File: src/rtl/cpu32_pkg.sv
// Shared CPU32 constants: data/index widths, write-back opcode encoding and
// the decoded write-back lane payload.
package cpu32_pkg;

  localparam int unsigned XLEN    = 32;
  localparam int unsigned NREGS   = 32;
  localparam int unsigned REG_AW  = $clog2(NREGS);
  localparam int unsigned WB_OP_W = 4;

  localparam logic [WB_OP_W-1:0] WB_NONE  = 4'd0;
  localparam logic [WB_OP_W-1:0] WB_M1    = 4'd1;
  localparam logic [WB_OP_W-1:0] WB_M2    = 4'd2;
  localparam logic [WB_OP_W-1:0] WB_BOTH  = 4'd3;
  localparam logic [WB_OP_W-1:0] WB_CROSS = 4'd4;
  localparam logic [WB_OP_W-1:0] WB_DUP   = 4'd5;

  typedef struct packed {
    logic              we1;
    logic [REG_AW-1:0] wa1;
    logic [XLEN-1:0]   wd1;
    logic              we2;
    logic [REG_AW-1:0] wa2;
    logic [XLEN-1:0]   wd2;
  } wb_lanes_t;

  // Map opcode + raw lanes to destination lanes; disabled lanes carry zeros.
  function automatic wb_lanes_t wb_decode(
    input logic [WB_OP_W-1:0] op,
    input logic [XLEN-1:0]    m1,
    input logic [XLEN-1:0]    m2,
    input logic [REG_AW-1:0]  wa1,
    input logic [REG_AW-1:0]  wa2,
    input logic               proceed
  );
    wb_lanes_t d;
    d = '0;
    case (op)
      WB_M1: begin
        d.we1 = 1'b1; d.wa1 = wa1; d.wd1 = m1;
      end
      WB_M2: begin
        d.we2 = 1'b1; d.wa2 = wa2; d.wd2 = m2;
      end
      WB_BOTH: begin
        d.we1 = 1'b1; d.wa1 = wa1; d.wd1 = m1;
        d.we2 = 1'b1; d.wa2 = wa2; d.wd2 = m2;
      end
      WB_CROSS: begin
        d.we1 = 1'b1; d.wa1 = wa2; d.wd1 = m1;
        d.we2 = 1'b1; d.wa2 = wa1; d.wd2 = m2;
      end
      WB_DUP: begin
        d.we1 = 1'b1; d.wa1 = wa1; d.wd1 = m1;
        d.we2 = 1'b1; d.wa2 = wa2; d.wd2 = m1;
      end
      default: d = '0;
    endcase
    if (!proceed) d = '0;
    return d;
  endfunction

endpackage

File: src/rtl/regfile_2r2w.sv
// General register file: two write ports (lane 2 wins on equal index), two
// combinational read ports, register 0 hardwired to zero.
module regfile_2r2w
  import cpu32_pkg::*;
(
  input  logic              clk,
  input  logic              rst,
  input  logic              we1,
  input  logic [REG_AW-1:0] wa1,
  input  logic [XLEN-1:0]   wd1,
  input  logic              we2,
  input  logic [REG_AW-1:0] wa2,
  input  logic [XLEN-1:0]   wd2,
  input  logic [REG_AW-1:0] ra1,
  input  logic [REG_AW-1:0] ra2,
  output logic [XLEN-1:0]   rd1_c,
  output logic [XLEN-1:0]   rd2_c
);

  logic [XLEN-1:0] mem_q [NREGS];
  logic [XLEN-1:0] mem_d [NREGS];

  // Lane 2 is applied last so it overrides lane 1 on a shared index.
  always_comb begin
    mem_d = mem_q;
    if (we1 && (wa1 != '0)) mem_d[wa1] = wd1;
    if (we2 && (wa2 != '0)) mem_d[wa2] = wd2;
  end

  always_ff @(posedge clk or posedge rst) begin
    if (rst) begin
      for (int i = 0; i < int'(NREGS); i++) mem_q[i] <= '0;
    end else begin
      mem_q <= mem_d;
    end
  end

  assign rd1_c = (ra1 == '0) ? '0 : mem_q[ra1];
  assign rd2_c = (ra2 == '0) ? '0 : mem_q[ra2];

endmodule

File: src/rtl/reg_writeback_stage.sv
// Write-back stage: captures memory-op results, commits them to the register
// file one edge later. Optional read bypass: REG_WRITEBACK_BYPASS_EN.
module reg_writeback_stage
  import cpu32_pkg::*;
(
  input  logic               clk,
  input  logic               rst,
  input  logic [XLEN-1:0]    m1,
  input  logic [XLEN-1:0]    m2,
  input  logic [REG_AW-1:0]  wa1,
  input  logic [REG_AW-1:0]  wa2,
  input  logic [WB_OP_W-1:0] wb_op,
  input  logic               proceed,
  input  logic               hold,
  input  logic [REG_AW-1:0]  ra1,
  input  logic [REG_AW-1:0]  ra2,
  output logic [XLEN-1:0]    rd1,
  output logic [XLEN-1:0]    rd2,
  output logic               fwd_we1,
  output logic [REG_AW-1:0]  fwd_wa1,
  output logic [XLEN-1:0]    fwd_wd1,
  output logic               fwd_we2,
  output logic [REG_AW-1:0]  fwd_wa2,
  output logic [XLEN-1:0]    fwd_wd2,
  output logic               collide
);

  wb_lanes_t       stage_q, stage_d;
  logic            collide_q, collide_d;
  logic            commit_c;
  logic [XLEN-1:0] rf_rd1_c, rf_rd2_c;

  assign commit_c = ~hold;

  // Capture and collision detection both advance only when not stalled.
  always_comb begin
    stage_d   = stage_q;
    collide_d = 1'b0;
    if (commit_c) begin
      stage_d   = wb_decode(wb_op, m1, m2, wa1, wa2, proceed);
      collide_d = stage_q.we1 & stage_q.we2 &
                  (stage_q.wa1 == stage_q.wa2) & (stage_q.wa1 != '0);
    end
  end

  always_ff @(posedge clk or posedge rst) begin
    if (rst) begin
      stage_q   <= '0;
      collide_q <= 1'b0;
    end else begin
      stage_q   <= stage_d;
      collide_q <= collide_d;
    end
  end

  regfile_2r2w u_regfile (
    .clk   (clk),
    .rst   (rst),
    .we1   (stage_q.we1 & commit_c),
    .wa1   (stage_q.wa1),
    .wd1   (stage_q.wd1),
    .we2   (stage_q.we2 & commit_c),
    .wa2   (stage_q.wa2),
    .wd2   (stage_q.wd2),
    .ra1   (ra1),
    .ra2   (ra2),
    .rd1_c (rf_rd1_c),
    .rd2_c (rf_rd2_c)
  );

`ifdef REG_WRITEBACK_BYPASS_EN
  // Reads see the value committing on the next edge; lane 2 has priority.
  always_comb begin
    rd1 = rf_rd1_c;
    rd2 = rf_rd2_c;
    if (commit_c && (ra1 != '0)) begin
      if (stage_q.we2 && (stage_q.wa2 == ra1))      rd1 = stage_q.wd2;
      else if (stage_q.we1 && (stage_q.wa1 == ra1)) rd1 = stage_q.wd1;
    end
    if (commit_c && (ra2 != '0)) begin
      if (stage_q.we2 && (stage_q.wa2 == ra2))      rd2 = stage_q.wd2;
      else if (stage_q.we1 && (stage_q.wa1 == ra2)) rd2 = stage_q.wd1;
    end
  end
`else
  assign rd1 = rf_rd1_c;
  assign rd2 = rf_rd2_c;
`endif

  assign fwd_we1 = stage_q.we1;
  assign fwd_wa1 = stage_q.wa1;
  assign fwd_wd1 = stage_q.wd1;
  assign fwd_we2 = stage_q.we2;
  assign fwd_wa2 = stage_q.wa2;
  assign fwd_wd2 = stage_q.wd2;
  assign collide = collide_q;

endmodule

File: config.mk
export PLATFORM = sky130hd
export DESIGN_NAME = reg_writeback_stage
export DESIGN_NICKNAME = d
export VERILOG_FILES = /design/src/rtl/cpu32_pkg.sv /design/src/rtl/regfile_2r2w.sv /design/src/rtl/reg_writeback_stage.sv
export SDC_FILE = /design/constraint.sdc
export NUM_CORES = 2
export LEC_CHECK = 0
export CAP_MARGIN = 25
export CORE_ASPECT_RATIO = 1.2
export CORE_MARGIN = 5
export CORE_UTILIZATION = 40
export DETAILED_ROUTE_END_ITERATION = 6
export PLACE_DENSITY_LB_ADDON = 0.12
export REMOVE_ABC_BUFFERS = 1
export SLEW_MARGIN = 30
export SYNTH_ARGS = -nofsm -noshare
export SYNTH_HDL_FRONTEND = slang
export SYNTH_SLANG_ARGS = --single-unit
File: constraint.sdc
create_clock -name clk -period 124 [get_ports clk]
set_input_delay 24.8 -clock clk [delete_from_list [all_inputs] [get_ports clk]]
set_output_delay 24.8 -clock clk [all_outputs]
set_load 0.02 [all_outputs]
# == Word-level counts from Yosys, hierarchy flattened ==
# Index checks and enable logic that the tools add are counted.
# totals
rom_bits,0
out_inout_bits,141
ff_bits,1101
latchBits,0
ram_bits,0
wordCells,91
memories,0
# op_classes
magnitude_cmp,6
n_mul,0
shift,0
n_eq_ne,6
muxes,20
bitwise,10
addsub,0
div,0
n_reduce_logical,10
# op_table
operator,count
bitwise mux 1024 bit,2
2-to-1 mux 1024 bit,2
binary-select mux 32 bit (select 5 bit),2
demux 32 bit (select 5 bit),2
2-to-1 mux 32 bit,8
case mux 38 bit (3 select lines),1
2-to-1 mux 76 bit,1
case mux 38 bit (2 select lines),1
greater-or-equal comparator 6 bit (second input constant),4
inverter 5 -> 6 bit,4
< comparator 6 x 1 -> 1 bit (second input constant),2
logical NOT 5 bit,2
nonzero test 5 bit,2
== test 4 x 2 -> 1 bit (second input constant),2
== test 4 x 3 -> 1 bit (second input constant),2
bitwise AND 1 bit,5
== test 5 bit,1
== test 4 x 1 -> 1 bit (second input constant),1
logical AND 1 bit,4
OR reduction 3 bit,1
OR reduction 2 bit,1
2-to-1 mux 1 bit,1
inverter 1 bit,1

# == Logic depth before layout (Yosys ltp) ==
# logic_depth
depth_word,9
ltp_mapped,8

# == Hierarchy ==
# A second synthesis with hierarchy kept.
# hier_totals
cells_unflattened,6248
area_unflattened_um2,66423.7
# modules_own_cells
mod,cells_each,area_per_inst_um2,instances
regfile_2r2w,5995,63195.6,1
reg_writeback_stage,253,3228.1,1

# == Worst setup path after synthesis ==
# No wires, ideal clock.
# synth_timing
path_type,input to output
start,in ra1[2]
end,out rd1[19]
cell_stages,8
required_ps,99200
t_arrival_ps,26552
path_slack_ps,72648
cell_sequence,buf_2 > or3b_2 > clkbuf_1 > buf_2 > buf_6 > o221ai_1 > a221oi_1 > a211oi_1
# synth_via
elab_chain_len,5
word_cells_on_any_way,6
# synth_lines
element,line_no,rtl
from (decl),reg_writeback_stage.sv:15,"input logic [REG_AW-1:0] ra1,"
inverter 5 -> 6 bit (not written as such),regfile_2r2w.sv:38,assign rd1_c = (ra1 == '0) ? '0 : mem_q[ra1];
binary-select mux 32 bit (select 5 bit),regfile_2r2w.sv:38,
2-to-1 mux 32 bit (not written as such) (2 in series),regfile_2r2w.sv:38,
2-to-1 mux 32 bit *,regfile_2r2w.sv:38,
to (decl),reg_writeback_stage.sv:17,"output logic [XLEN-1:0] rd1,"
# Mark *: on every way between the ends. The rest lies on a longest branch, timed or not. The select of a mux whose other input is x is not followed.

# == Final worst setup path ==
# layout_timing
start,in ra1[1]
end,out rd1[19]
# Same word-level chain as after synthesis.

==> metrics.md <==
| Metric | Value |
|---|---|
| FF+latch count, synth | `1,101` |
| Largest fanout on the critical path | `46` |
| Count of mapped cells out of synthesis | `6,434` |
| CP max-delay cell | `a211oi_1` |
| Detailed-router iteration count before antenna repair | `7` |
| Final setup fails | `0` |
| Met2 GRT Util | `0.495` |
| Remaining antenna violation count after routing | `0` |
| Hold WC Path Type | `register to register` |
| Number of cells in the finished layout apart from fillers | `8,585` |
| Worst path max stage delay | `880 ps` |
| Async SR Flop Fraction | `1.00` |
| Average vias per placed instance | `6.36` |
| Type of the setup path with the least slack | `primary input to primary output` |
| Share of the yosys chip area belonging to registers | `0.409` |
| Top Ports | `233` |
| Violations in the final reports | `DRC` |
| Placed instance count | `8,345` |
| Die span in x | `385 µm` |
| Most crowded layer after global routing | `met2` |
| Synth unique cells | `57` |
| Unrepaired setup endpoints after global routing | `no` |
| Number of global-route vias before repair | `53,100` |
| Post-detail-place hpwl | `161 mm` |
| Core Box Area | `168,000 µm²` |
| Startpoint type of the worst setup path | `primary input` |
| Maximum root-to-sink buffer count | `3` |
| Syn avg cell area | `10.5 µm²` |
| Number of resized instances in the post-cts repair step | `0` |
| Post-synth EDFFs | `0` |
| GRT met1 Usage | `0.450` |
| Max Transition Viols Final | `0` |
| Site row count | `165` |
| Global-route wire length before repair | `412 mm` |
| Pre-CTS WS | `70,040 ps` |
| Met3 usage in global routing | `0.0608` |
| Final Net Count | `6,319` |
| Status | `finished, violations left` |
| Count of synthesis-stage warnings from yosys | `0` |
| Die ar. | `177,000 µm²` |
| Initial antenna violation count | `8` |
| Initial cell density of the core | `0.401` |
| Reported max-cap violation count | `0` |
| FMAX | `0.0186 GHz` |
| Depth of the CTS H-tree | `4` |
| Final Hold Violating Endpoints | `0` |
| Setup WS post-layout | `70,140 ps` |
| Count of port buffers added during placement | `232` |
| Worst setup skew after layout | `18.0 ps` |
| Synthesis-to-layout area growth | `12.5%` |
| Cell Area, Placed | `71,200 µm²` |
| Cell family with the largest share of critical-path delay | `buffers and inverters` |
| Clock latency reported for the late side of the worst-skew pair | `800 ps` |
| Tightest Pin Transition | `1140 ps` |
| Total Neg Setup Slack | `0 ps` |
| Clock net sink count | `1,101` |
| Number of buffers added to fix hold violations after cts | `0` |
| Rel. slew slack | `0.235` |
| Largest net degree at the start of global routing | `158` |
| CP endpoint kind | `primary output` |
| Number of violations reported at the end of detailed-routing iteration 0 | `6,641` |
| Post-DR wirelength/cell | `34.0 µm` |
| Worst-path cell chain | `buf_6 > buf_4 > buf_4 > mux4_2 > a221oi_1 > a211oi_1 > clkdlybuf4s50_1` |
| Overall via count from detail_route | `54,600` |
| Number of buffer and inverter instances along the worst setup path | `4` |
| Total CTS buffers | `132` |
| Most Frequent Cell on Critical Path | `buf_4` |
| Final worst path period share | `0.434` |
| Fin crit period | `53,860 ps` |
| Final weighted congestion in routability-driven placement | `0.854` |
| Max VDD drop | `0.0104 mV` |
| Setup Buffers After CTS | `0` |
| Final WL | `292 mm` |
| Total GRT Usage | `0.323` |
| Die boundary height | `459 µm` |
| Leakage power total | `35.2 nW` |
| Share of cells above drive strength 1 | `0.148` |
| CTS clock-pin slew for the worst setup and hold paths | `60 ps` |
| Post-Layout Inst Area | `75,800 µm²` |
| Post-synthesis instance area | `67,300 µm²` |
| Flip-flop cell with the highest count after synthesis | `dfrtp_1` |
| Arrival time of the worst setup path | `29,060 ps` |
| CTS tree | `yes` |
| Worst endpoint required time | `99,200 ps` |
| Power per cell area | `11.5 nW/µm²` |
| Library cell used as clock root buffer | `clkbuf_16` |
| Total gr overflow | `0` |
| Count of unresolved DRC violations after routing | `7` |
[cells in the mapped netlist (11+ instances only)]
master     number  area share
a211oi_1       65      0.0072
o221ai_1       64      0.0083
dfrtp_1      1101        0.41
o21ai_1       200       0.015
o2111ai_1      19      0.0025
mux2i_1      1310        0.19
nand4_1        36      0.0033
a22o_1         37      0.0048
mux4_2        352        0.12
buf_2         205       0.015
nor2_2         11      0.0010
nor2b_1        44      0.0041
nand2_1       583       0.033
mux2_2         64       0.011
a311oi_1       32      0.0042
a22oi_1       101       0.011
clkbuf_1      483       0.027
a221oi_1       45      0.0059
buf_6          15      0.0025
buf_12         12      0.0036
o21ai_0       303       0.023
nor2_1        585       0.033
nand3_1        14      0.0010
a21oi_1       600       0.045
buf_4          50      0.0056
[metrics by stage]
step / hold WS (ps) / util / power, W
after detailed placement: 385 / 0.423 / 0.000466
after CTS: 398 / 0.450 / 0.000879
after global routing: 409 / 0.451 / 0.000898
after global placement: 378 / 0.422 / 0.000465
final: 398 / 0.451 / 0.000874
after floorplan: 365 / - / 0.000418
[cells by family after synthesis]
group / Yosys count / synth area share
multiplexers: 1726 / 0.323
AO/OA/AOI/OAI: 1486 / 0.128
AND/OR/NAND/NOR: 1340 / 0.0841
XOR/XNOR: 5 / 0.000650
flip-flops: 1101 / 0.409
buffers and inverters: 776 / 0.0545
[final timing paths]
path,start,endpoint,slack (ps),depth (start not counted)
max,ra1[1],rd1[19],70140,7
min,u_regfile.mem_q[1021],u_regfile.mem_q[1021],400,0
min in group asynchronous,rst,fwd_wd2[22],24520,2
min reg2reg,u_regfile.mem_q[1021],u_regfile.mem_q[1021],400,0
max reg2reg,fwd_wa1[1],u_regfile.mem_q[32],120540,5
max in group asynchronous,rst,u_regfile.mem_q[582],95900,6
[where the power goes]
part	internal, W	switching, W
sequential	0.000366	0.00000657
clock	0.000245	0.000168
combinational	0.0000300	0.0000580
total	0.000641	0.000232
[metal layers]
metal,up-vias,wire (µm)
met1,27800,122000
met5,-,0
met3,676,24800
met2,3017,130000
met4,0,14600
li1,23100,-
[flip-flops by register name (all words and copies together) (netlist names)]
register,count
u_regfile.mem_q,1024
fwd_wd1,32
fwd_wd2,32
fwd_wa1,5
fwd_wa2,5
collide,1
fwd_we1,1
fwd_we2,1
[area by class of cell]
| cell class | instances | area [µm²] |
|---|---|---|
| diodes | 2 | 5.00 |
| fillers | 15700 | 92300 |
| clock inverters | 33 | 417 |
| repair buffers | 431 | 4080 |
| inverters | 4 | 25.0 |
| clock buffers | 203 | 4090 |
| multi-input cells | 4557 | 36800 |
| well taps | 2254 | 2820 |
| flip-flops and latches | 1101 | 27600 |
[cells in the final DEF, fill, tap and decap left out, types with 27 or more instances in the layout]
| master | synthesis | final |
|---|---|---|
| mux2i_1 | 1310 | 1310 |
| dfrtp_1 | 1101 | 1095 |
| a21oi_1 | 600 | 598 |
| nor2_1 | 585 | 579 |
| nand2_1 | 583 | 568 |
| mux4_2 | 352 | 352 |
| o21ai_0 | 303 | 303 |
| clkdlybuf4s50_1 | 0 | 221 |
| o21ai_1 | 200 | 200 |
| buf_4 | 50 | 166 |
| clkbuf_16 | 0 | 141 |
| a22oi_1 | 101 | 101 |
| o221ai_1 | 64 | 64 |
| mux2_2 | 64 | 64 |
| a211oi_1 | 65 | 64 |
| a221oi_1 | 45 | 45 |
| nor2b_1 | 44 | 39 |
| a22o_1 | 37 | 37 |
| nand4_1 | 36 | 36 |
| clkbuf_8 | 0 | 33 |
| a311oi_1 | 32 | 32 |
| clkbuf_1 | 483 | 29 |
| buf_6 | 15 | 27 |
No activity file was read; power rests on OpenSTA's default activity.
